**config.mk**
```make
export PLATFORM = sky130hd
export DESIGN_NAME = alu_arbiter_flat
export DESIGN_NICKNAME = d
export VERILOG_FILES = /design/src/rtl/alu_arbiter_if.sv /design/src/rtl/alu_arbiter.sv /design/src/flat_wrapper.sv
export SDC_FILE = /design/constraint.sdc
export NUM_CORES = 1
export LEC_CHECK = 0
export ABC_CLOCK_PERIOD_IN_PS = 2050
export BUFFER_PORTS_ARGS = -buffer_cell sky130_fd_sc_hd__buf_2
export CORE_ASPECT_RATIO = 1.4
export CORE_MARGIN = 5
export CORE_UTILIZATION = 35
export CTS_CLUSTER_DIAMETER = 30
export DETAILED_ROUTE_END_ITERATION = 7
export PLACE_DENSITY_LB_ADDON = 0.05
export SLEW_MARGIN = 30
export SYNTH_ARGS = -nofsm -noshare
export SYNTH_HDL_FRONTEND = slang
export SYNTH_SLANG_ARGS = --single-unit
```
**constraint.sdc**
```tcl
create_clock -name Clk -period 2.05 [get_ports Clk]
set_input_delay 0.41 -clock Clk [delete_from_list [all_inputs] [get_ports Clk]]
set_output_delay 0.41 -clock Clk [all_outputs]
set_load 0.1 [all_outputs]
```
**src/rtl/alu_arbiter_if.sv**
```systemverilog
// -----------------------------------------------------------------------------
// alu_arbiter_if
//   Bundles the two requester handshakes, the shared result bus and the ALU
//   issue/return signals seen by alu_arbiter.
//
//   slave  : the arbiter's view (requests and ALU returns in, everything else out)
//   master : the environment's view (requesters plus the ALU datapath)
//
//   Requester X : ReqX, FuncX[3:0], AX, BX -> AckX, DoneX
//   Shared      : Result, ResFlags[3:0] (Z,C,N,V from bit0), Err, Busy
//   ALU side    : AluA, AluB, AluFunc[3:0], AluOE_N -> AluRes, AluFlags[3:0]
// -----------------------------------------------------------------------------
interface alu_arbiter_if #(
    parameter int BitWidth = 8
);
    logic                Req0;
    logic [3:0]          Func0;
    logic [BitWidth-1:0] A0;
    logic [BitWidth-1:0] B0;
    logic                Ack0;
    logic                Done0;

    logic                Req1;
    logic [3:0]          Func1;
    logic [BitWidth-1:0] A1;
    logic [BitWidth-1:0] B1;
    logic                Ack1;
    logic                Done1;

    logic [BitWidth-1:0] Result;
    logic [3:0]          ResFlags;
    logic                Err;
    logic                Busy;

    logic [BitWidth-1:0] AluA;
    logic [BitWidth-1:0] AluB;
    logic [3:0]          AluFunc;
    logic                AluOE_N;
    logic [BitWidth-1:0] AluRes;
    logic [3:0]          AluFlags;

    modport slave (
        input  Req0, Func0, A0, B0, Req1, Func1, A1, B1, AluRes, AluFlags,
        output Ack0, Done0, Ack1, Done1, Result, ResFlags, Err, Busy,
               AluA, AluB, AluFunc, AluOE_N
    );

    modport master (
        output Req0, Func0, A0, B0, Req1, Func1, A1, B1, AluRes, AluFlags,
        input  Ack0, Done0, Ack1, Done1, Result, ResFlags, Err, Busy,
               AluA, AluB, AluFunc, AluOE_N
    );
endinterface

```
**src/rtl/alu_arbiter.sv**
```systemverilog
// -----------------------------------------------------------------------------
// alu_arbiter
//   Round-robin arbiter/sequencer sharing one ALU between two requesters.
//   A grant latches the winner's operands onto the ALU inputs, waits
//   AluLatency edges, captures result and flags, and pulses the winner's Done.
//   Illegal function codes (Func[3] = 1) never reach the ALU; they complete
//   one edge after the grant with Err, Result = 0 and ResFlags = 0.
//
//   Clk     : rising-edge clock
//   Reset_N : asynchronous active-low reset
//   bus     : alu_arbiter_if.slave (requesters, shared result, ALU issue/return)
//
//   AluLatency must lie in 1..15 (it is loaded into a 4-bit counter).
// -----------------------------------------------------------------------------
module alu_arbiter #(
    parameter int BitWidth   = 8,
    parameter int AluLatency = 2
) (
    input  logic         Clk,
    input  logic         Reset_N,
    alu_arbiter_if.slave bus
);
    typedef enum logic [1:0] {IDLE, EXEC, DONE} state_e;

    state_e              state_q, state_d;
    logic [3:0]          cnt_q, cnt_d;
    logic                last_grant_q, last_grant_d;
    logic                owner_q, owner_d;       // requester of the op in flight
    logic                illegal_q, illegal_d;   // op in flight had an illegal Func
    logic                ack0_q, ack0_d, ack1_q, ack1_d;
    logic                done0_q, done0_d, done1_q, done1_d;
    logic                err_q, err_d, busy_q, busy_d, oe_n_q, oe_n_d;
    logic [BitWidth-1:0] result_q, result_d;
    logic [BitWidth-1:0] alu_a_q, alu_a_d, alu_b_q, alu_b_d;
    logic [3:0]          flags_q, flags_d, alu_func_q, alu_func_d;

    logic                winner;
    logic [3:0]          win_func;
    logic [BitWidth-1:0] win_a, win_b;

    // A lone request wins outright; under contention the side that did not
    // win the last contention goes first.
    always_comb begin
        if (bus.Req0 && bus.Req1) winner = ~last_grant_q;
        else                      winner = bus.Req1;
    end

    assign win_func = winner ? bus.Func1 : bus.Func0;
    assign win_a    = winner ? bus.A1    : bus.A0;
    assign win_b    = winner ? bus.B1    : bus.B0;

    always_comb begin
        // NOTE: every _d gets a default first so no path through the case can infer a latch.
        state_d      = state_q;
        cnt_d        = cnt_q;
        last_grant_d = last_grant_q;
        owner_d      = owner_q;
        illegal_d    = illegal_q;
        result_d     = result_q;
        flags_d      = flags_q;
        alu_a_d      = alu_a_q;
        alu_b_d      = alu_b_q;
        alu_func_d   = alu_func_q;
        oe_n_d       = oe_n_q;
        ack0_d       = 1'b0;
        ack1_d       = 1'b0;
        done0_d      = 1'b0;
        done1_d      = 1'b0;
        err_d        = 1'b0;

        case (state_q)
            IDLE: begin
                if (bus.Req0 || bus.Req1) begin
                    owner_d = winner;
                    if (bus.Req0 && bus.Req1) last_grant_d = winner;
                    alu_a_d    = win_a;
                    alu_b_d    = win_b;
                    alu_func_d = win_func;
                    ack0_d     = ~winner;
                    ack1_d     = winner;
                    cnt_d      = 4'(AluLatency);
                    if (!win_func[3]) begin
                        oe_n_d    = 1'b0;
                        illegal_d = 1'b0;
                        state_d   = EXEC;
                    end else begin
                        // No ALU issue: the result is forced to zero now and
                        // Done/Err follow on the next edge from DONE.
                        result_d  = '0;
                        flags_d   = '0;
                        illegal_d = 1'b1;
                        state_d   = DONE;
                    end
                end
            end

            EXEC: begin
                cnt_d = cnt_q - 4'd1;
                if (cnt_q == 4'd1) begin
                    result_d = bus.AluRes;
                    flags_d  = bus.AluFlags;
                    oe_n_d   = 1'b1;
                    done0_d  = ~owner_q;
                    done1_d  = owner_q;
                    state_d  = DONE;
                end
            end

            DONE: begin
                state_d = IDLE;
                if (illegal_q) begin
                    done0_d   = ~owner_q;
                    done1_d   = owner_q;
                    err_d     = 1'b1;
                    illegal_d = 1'b0;
                end
            end

            default: state_d = IDLE;
        endcase

        busy_d = (state_d != IDLE);
    end

    // NOTE: sequential state uses non-blocking assignments only, so every register samples pre-edge values.
    always_ff @(posedge Clk or negedge Reset_N) begin
        if (!Reset_N) begin
            state_q      <= IDLE;
            cnt_q        <= 4'd0;
            last_grant_q <= 1'b1;
            owner_q      <= 1'b0;
            illegal_q    <= 1'b0;
            result_q     <= '0;
            flags_q      <= 4'd0;
            alu_a_q      <= '0;
            alu_b_q      <= '0;
            alu_func_q   <= 4'd0;
            oe_n_q       <= 1'b1;
            ack0_q       <= 1'b0;
            ack1_q       <= 1'b0;
            done0_q      <= 1'b0;
            done1_q      <= 1'b0;
            err_q        <= 1'b0;
            busy_q       <= 1'b0;
        end else begin
            state_q      <= state_d;
            cnt_q        <= cnt_d;
            last_grant_q <= last_grant_d;
            owner_q      <= owner_d;
            illegal_q    <= illegal_d;
            result_q     <= result_d;
            flags_q      <= flags_d;
            alu_a_q      <= alu_a_d;
            alu_b_q      <= alu_b_d;
            alu_func_q   <= alu_func_d;
            oe_n_q       <= oe_n_d;
            ack0_q       <= ack0_d;
            ack1_q       <= ack1_d;
            done0_q      <= done0_d;
            done1_q      <= done1_d;
            err_q        <= err_d;
            busy_q       <= busy_d;
        end
    end

    assign bus.Ack0     = ack0_q;
    assign bus.Ack1     = ack1_q;
    assign bus.Done0    = done0_q;
    assign bus.Done1    = done1_q;
    assign bus.Result   = result_q;
    assign bus.ResFlags = flags_q;
    assign bus.Err      = err_q;
    assign bus.Busy     = busy_q;
    assign bus.AluA     = alu_a_q;
    assign bus.AluB     = alu_b_q;
    assign bus.AluFunc  = alu_func_q;
    assign bus.AluOE_N  = oe_n_q;
endmodule

```
**src/flat_wrapper.sv**
```systemverilog
// flat-port wrapper written by rule: the top's interface ports become plain ports
module alu_arbiter_flat 
#(
    parameter int BitWidth   = 8,
    parameter int AluLatency = 2
)
  (Clk, Reset_N, bus_Req0, bus_Func0, bus_A0, bus_B0, bus_Req1, bus_Func1, bus_A1, bus_B1, bus_AluRes, bus_AluFlags, bus_Ack0, bus_Done0, bus_Ack1, bus_Done1, bus_Result, bus_ResFlags, bus_Err, bus_Busy, bus_AluA, bus_AluB, bus_AluFunc, bus_AluOE_N);
  alu_arbiter_if #(.BitWidth(BitWidth)) bus_i ();
  input  logic Clk;
  input  logic Reset_N;
  input wire logic [$bits(bus_i.Req0)-1:0] bus_Req0;
  input wire logic [$bits(bus_i.Func0)-1:0] bus_Func0;
  input wire logic [$bits(bus_i.A0)-1:0] bus_A0;
  input wire logic [$bits(bus_i.B0)-1:0] bus_B0;
  input wire logic [$bits(bus_i.Req1)-1:0] bus_Req1;
  input wire logic [$bits(bus_i.Func1)-1:0] bus_Func1;
  input wire logic [$bits(bus_i.A1)-1:0] bus_A1;
  input wire logic [$bits(bus_i.B1)-1:0] bus_B1;
  input wire logic [$bits(bus_i.AluRes)-1:0] bus_AluRes;
  input wire logic [$bits(bus_i.AluFlags)-1:0] bus_AluFlags;
  output wire logic [$bits(bus_i.Ack0)-1:0] bus_Ack0;
  output wire logic [$bits(bus_i.Done0)-1:0] bus_Done0;
  output wire logic [$bits(bus_i.Ack1)-1:0] bus_Ack1;
  output wire logic [$bits(bus_i.Done1)-1:0] bus_Done1;
  output wire logic [$bits(bus_i.Result)-1:0] bus_Result;
  output wire logic [$bits(bus_i.ResFlags)-1:0] bus_ResFlags;
  output wire logic [$bits(bus_i.Err)-1:0] bus_Err;
  output wire logic [$bits(bus_i.Busy)-1:0] bus_Busy;
  output wire logic [$bits(bus_i.AluA)-1:0] bus_AluA;
  output wire logic [$bits(bus_i.AluB)-1:0] bus_AluB;
  output wire logic [$bits(bus_i.AluFunc)-1:0] bus_AluFunc;
  output wire logic [$bits(bus_i.AluOE_N)-1:0] bus_AluOE_N;
  assign bus_i.Req0 = bus_Req0;
  assign bus_i.Func0 = bus_Func0;
  assign bus_i.A0 = bus_A0;
  assign bus_i.B0 = bus_B0;
  assign bus_i.Req1 = bus_Req1;
  assign bus_i.Func1 = bus_Func1;
  assign bus_i.A1 = bus_A1;
  assign bus_i.B1 = bus_B1;
  assign bus_i.AluRes = bus_AluRes;
  assign bus_i.AluFlags = bus_AluFlags;
  assign bus_Ack0 = bus_i.Ack0;
  assign bus_Done0 = bus_i.Done0;
  assign bus_Ack1 = bus_i.Ack1;
  assign bus_Done1 = bus_i.Done1;
  assign bus_Result = bus_i.Result;
  assign bus_ResFlags = bus_i.ResFlags;
  assign bus_Err = bus_i.Err;
  assign bus_Busy = bus_i.Busy;
  assign bus_AluA = bus_i.AluA;
  assign bus_AluB = bus_i.AluB;
  assign bus_AluFunc = bus_i.AluFunc;
  assign bus_AluOE_N = bus_i.AluOE_N;
  alu_arbiter #(.BitWidth(BitWidth), .AluLatency(AluLatency)) u_core (.Clk(Clk), .Reset_N(Reset_N), .bus(bus_i));
endmodule
```
* Yosys cells after proc, flatten, opt, wreduce, memory -nomap -nowiden *
Cells that the tools add are included.
W data, S select, Z words.

storage, ports and cells
  output and inout port bits = 39
  register bits = 48
  input bits = 56

operators by class
  add/subtract/negate cells = 1
  eq/ne operators = 7
  bitwise gates (word level) = 3
  multiplexer cells = 37
  reductions and logical operators = 12

operators by type and width
  kind                   number
  $mux W8                5
  $mux W4                5
  $mux W1                16
  $pmux W4 S2            2
  $pmux W8 S2            1
  $pmux W1 S2            4
  $reduce_and A4 Y1      2
  $mux W2                3
  $ne A2 B1 Y1 const B   3
  $reduce_and A2 Y1      3
  $reduce_bool A2 Y1     3
  $eq A4 B1 Y1 const B   1
  $pmux W2 S2            1
  $sub A4 B1 Y4 const B  1
  $not A1 Y1             3
  $reduce_and A3 Y1      1
  $eq A2 B1 Y1 const B   1
  $eq A2 B2 Y1 const B   1
  $logic_not A2 Y1       1
  $ne A2 B2 Y1 const B   1
  $logic_and A1 B1 Y1    1
  $logic_or A1 B1 Y1     1

* Longest topological paths before layout *
  depth in word-level cells = 7
  mapped depth = 8
  gate-level depth less buffers = 6

* Worst setup path before layout *
OpenSTA, ideal clock, no wires.

  kind = register -> register
  start point = register u_core.state_q[0]
  end point = register u_core.oe_n_q (netlist: u_core.bus.AluOE_N)
  path buffers = 1
  data arrival time = 1.565 ns
  library setup time = 0.080 ns
  required time = 1.970 ns
  stages on the path, launching flop included = 8
  slack = 0.405 ns
  cells stage by stage = dfrtp_1 inv_1 ha_1 buf_2 nor3b_1 nor2_1 o21a_1 o22a_1

on the way
  longest elaborated chain between the ends = 3
  elaborated cells on any way between the ends = 8

ends and longest elaborated chain
  what                                                     line                source
  from (decl)                                              alu_arbiter.sv:25   state_e state_q, state_d;
  from (signal assigned)                                   alu_arbiter.sv:146  state_q <= state_d;
  $eq A2 B1 Y1 / $logic_not A2 Y1 (equally long branches)  alu_arbiter.sv:71   case (state_q)
  $ne A2 B1 Y1 (no line) (tied with other cells)           --
  $reduce_and A4 Y1 (no line)                              --
  to (signal assigned)                                     alu_arbiter.sv:156  oe_n_q <= oe_n_d;
  to (decl)                                                alu_arbiter.sv:32   logic err_q, err_d, busy_q, busy_d, oe_n_q, oe_n_d;

Several ways; a longest one is shown, not always the timed one.
A chain may end at the register's enable or synchronous reset.

* Final worst setup path *
  start point = register u_core.state_q[0]
  end point = register u_core.cnt_q[3]

on the way
  longest elaborated chain between the ends = 3
  elaborated cells on any way between the ends = 6

ends and longest elaborated chain
  what                                                                 line                source
  $logic_not A2 Y1 / $eq A2 B1 Y1 (equally long branches)              alu_arbiter.sv:71
  $ne A2 B1 Y1 (no line) / $reduce_bool A2 Y1 (equally long branches)  --
  $reduce_and A2 Y1 (no line)                                          --
  to (signal assigned)                                                 alu_arbiter.sv:147  cnt_q <= cnt_d;
  to (decl)                                                            alu_arbiter.sv:26   logic [3:0] cnt_q, cnt_d;

Several ways; a longest one is shown, not always the timed one.

==> results.md <==
- Sequential share of the synthesized area: 56.2%
- Max clock buf depth: 2
- I/O Buffers: 94
- CTS Sinks: 48
- Layout overhead on the synthesized area: 32.6%
- Max cap viols: 0
- Critical Path AT: 1.95 ns
- Final Hold Fails: 0
- Slowest-stage cell, CP: dfrtp_1
- Worst Setup EP: u_core.cnt_q[3]
- Initial core utilization: 36.3%
- Clk slew on worst S/H paths: 0.09 ns
- Worst slew margin: 58.5%
- Syn avg cell area: 11.0 um^2
- Diode count: 0
- DR iter-0 viols: 125
- Tightest Hold Check Type: input port to asynchronous set/reset pin
- CTS resizes: 0
- Core area: 0.00590 mm^2
- Commonest non-fill, non-tap cell in the layout: buf_2
- Max Clock Freq: 567 MHz
- Type of origin of the critical path: register
- Synth unique cells: 39
- GRT overflow: 0
- Clock Tree Root: clkbuf_8
- Seq cells post-synth: 48
- Most frequent cells in the layout: 94 x buf_2, 46 x dfrtp_1, 39 x inv_1, 19 x a222oi_1, 18 x nand2_1
- Syn Std Cell Area: 0.00214 mm^2
- CP Capture Type: register
- Critical Path Max Stage Delay: 0.38 ns
- HPWL Detailed: 3.95 mm
- Layout cells sized above 1: 40.5%
- IO Count: 95
- RSZ-0062 raised after global routing: no
- Skew-Pair Late Insertion Delay: 0.30 ns
- CP Buf/Inv Count: 3
- Status: completed
- Minimum clock period: 1.76 ns
- Critical path origin: u_core.state_q[0]
- Max-slew violation count: 0
- CTS Buf Count: 5
- R2r startpoint: u_core.state_q[0]
- Post-Route WL: 5.29 mm
- Setup_tns: 0 ns
- CP delay by family, top: buffers and inverters
- Most Frequent Cell on Critical Path: buf_4
- Die area: 0.00781 mm^2
- Post-Syn Instances: 194
- Nets@finish: 357
- Final period util: 86.0%
- Total GRT Usage: 13.5%
- Final core occ: 48.1%
- FF-to-FF path depth: 8
- R2R Setup Slk: 0.29 ns
- First-pass GRT wire length: 8.51 mm
- Post-route DRC: 0
- Instance count on the critical path: 8
- Syn_nets: 255
- Clk_skew: 0.00657 ns
- Drt pass-1 iters: 5
- Crit Reg-Reg Endpoint: u_core.cnt_q[3]
- TritonCTS clock tree: done
- H-tree levels: 2
- Crit Path Category: register to register
- Slew @ Worst Pin: 0.620 ns
- Maximum number of pins on one net before global-route repair: 26
- DIE WIDTH: 76.1 um
- Synth warn: 0
- Routed WL per cell: 14.4 um
- DR vias/cell: 4.86
- Required @ worst endpoint: 2.24 ns
- Chip Height: 103 um
- Core Rows: 33
- GP Congestion: 0.801
- Vias post-DR: 1779
- Worst-path fanout max: 10
- Final setup vio count: 0
- Initial antenna violation count: 0
- Routed Antenna Nets: 0
- Vias in the first global route: 1837
- Crit path cell chain: inv_1, ha_1, buf_4, nor3b_1, buf_4, nor4_1, mux2i_1, a21oi_1
==> per-layer routing <==
layer / track usage [%] / share of wire (%)
met2: 23.3 / 49
met1: 15.5 / 40
met3: 4.20 / 8.3
met5: 0 / 0
met4: 6.19 / 2.4
==> worst min path at each step <==
stage          startpoint              endpoint  slack (ns)  cells after the start
2_1_floorplan     Reset_N       u_core.bus.Ack0        0.11                      0
3_3_place_gp      Reset_N  u_core.bus.Result[3]        0.43                      1
3_5_place_dp      Reset_N  u_core.bus.Result[3]        0.44                      1
4_1_cts           Reset_N  u_core.bus.Result[3]        0.11                      1
5_1_grt           Reset_N  u_core.bus.Result[4]        0.13                      1
6_report          Reset_N  u_core.bus.Result[4]         0.1                      1
==> worst reg2reg max path, stage by stage, from the launching register on <==
cell     delay, ns
dfrtp_1       0.38
inv_1         0.08
ha_1          0.21
buf_4         0.18
nor3b_1       0.14
buf_4         0.16
nor4_1        0.22
mux2i_1       0.22
a21oi_1       0.06
==> Yosys cell counts <==
cell	number	area share (%)
dfstp_2	2	2.5
or3b_2	1	0.41
a21boi_2	1	0.53
or3b_1	1	0.41
xnor2_1	1	0.41
mux2i_2	1	0.64
and2_1	1	0.29
a222oi_1	19	8.9
a221oi_1	1	0.41
nand3_1	1	0.23
inv_1	39	6.8
o21a_1	2	0.70
mux2i_1	13	6.1
o21ai_0	5	1.2
o21bai_1	1	0.35
nor3b_1	1	0.35
dfrtp_1	46	54
clkbuf_8	1	0.64
o31ai_1	1	0.35
buf_2	1	0.23
nor2_1	7	1.2
ha_1	5	2.9
buf_8	1	0.70
and3_1	1	0.29
a21o_1	1	0.35
a32oi_1	1	0.41
nand3b_1	1	0.35
a211oi_4	1	0.93
o22a_1	1	0.41
nand2_1	18	3.2
a31oi_1	1	0.29
nor4_1	1	0.29
nor3_1	1	0.23
o21ai_1	1	0.23
o22ai_1	1	0.29
clkbuf_1	7	1.2
and2_2	1	0.35
a21boi_0	1	0.35
a21oi_1	4	0.93
==> final cells by class <==
type	count	area [um^2]
Clock inverter	2	12.5
Tap cell	70	87.6
Timing Repair Buffer	105	578
Multi-Input combinational cell	97	744
Clock buffer	5	68.8
Sequential cell	48	1200
Inverter	39	146
Fill cell	578	3060
==> repair_timing <==
| action | CTS | global route |
|---|---|---|
| hold buffers | 0 | 0 |
| setup endpoints to repair | 0 | 12 |
| setup buffers | 0 | 1 |
==> cell families (layout without fill, tap and decap cells) <==
kind of cell / count (synthesis) / after routing / synth area share [%]
buf+inv: 49 / 151 / 9.63
flops: 48 / 48 / 56.2
compound gates: 42 / 42 / 16.6
simple gates: 35 / 35 / 7.59
mux: 14 / 14 / 6.71
fa+ha+maj: 5 / 5 / 2.92
xor+xnor: 1 / 1 / 0.409
==> per-stage QoR <==
step | instance area [um^2] | hold WS, ns | instances | setup WS, ns
after floorplan | 2140 | 0.114 | 194 | 0.405
after detailed placement | 2730 | 0.438 | 358 | 0.0131
after CTS | 2810 | 0.107 | 365 | 0.00898
final | 2840 | 0.0953 | 366 | 0.286
after global placement | 2730 | 0.429 | 358 | 0.0551
after global routing | 2840 | 0.134 | 366 | 0.137
==> state kept, by name, summed over array words and instances (netlist names), 2 cells and up <==
| signal | flops |
|---|---|
| u_core.state_q | 2 |
| u_core.bus.Result | 8 |
| u_core.bus.AluA | 8 |
| u_core.bus.AluB | 8 |
| u_core.bus.AluFunc | 4 |
| u_core.cnt_q | 4 |
| u_core.bus.ResFlags | 4 |
Power is left out: the tool's default activity adds up to more than one toggle a clock period on the data nets, which glitch-free logic cannot reach.
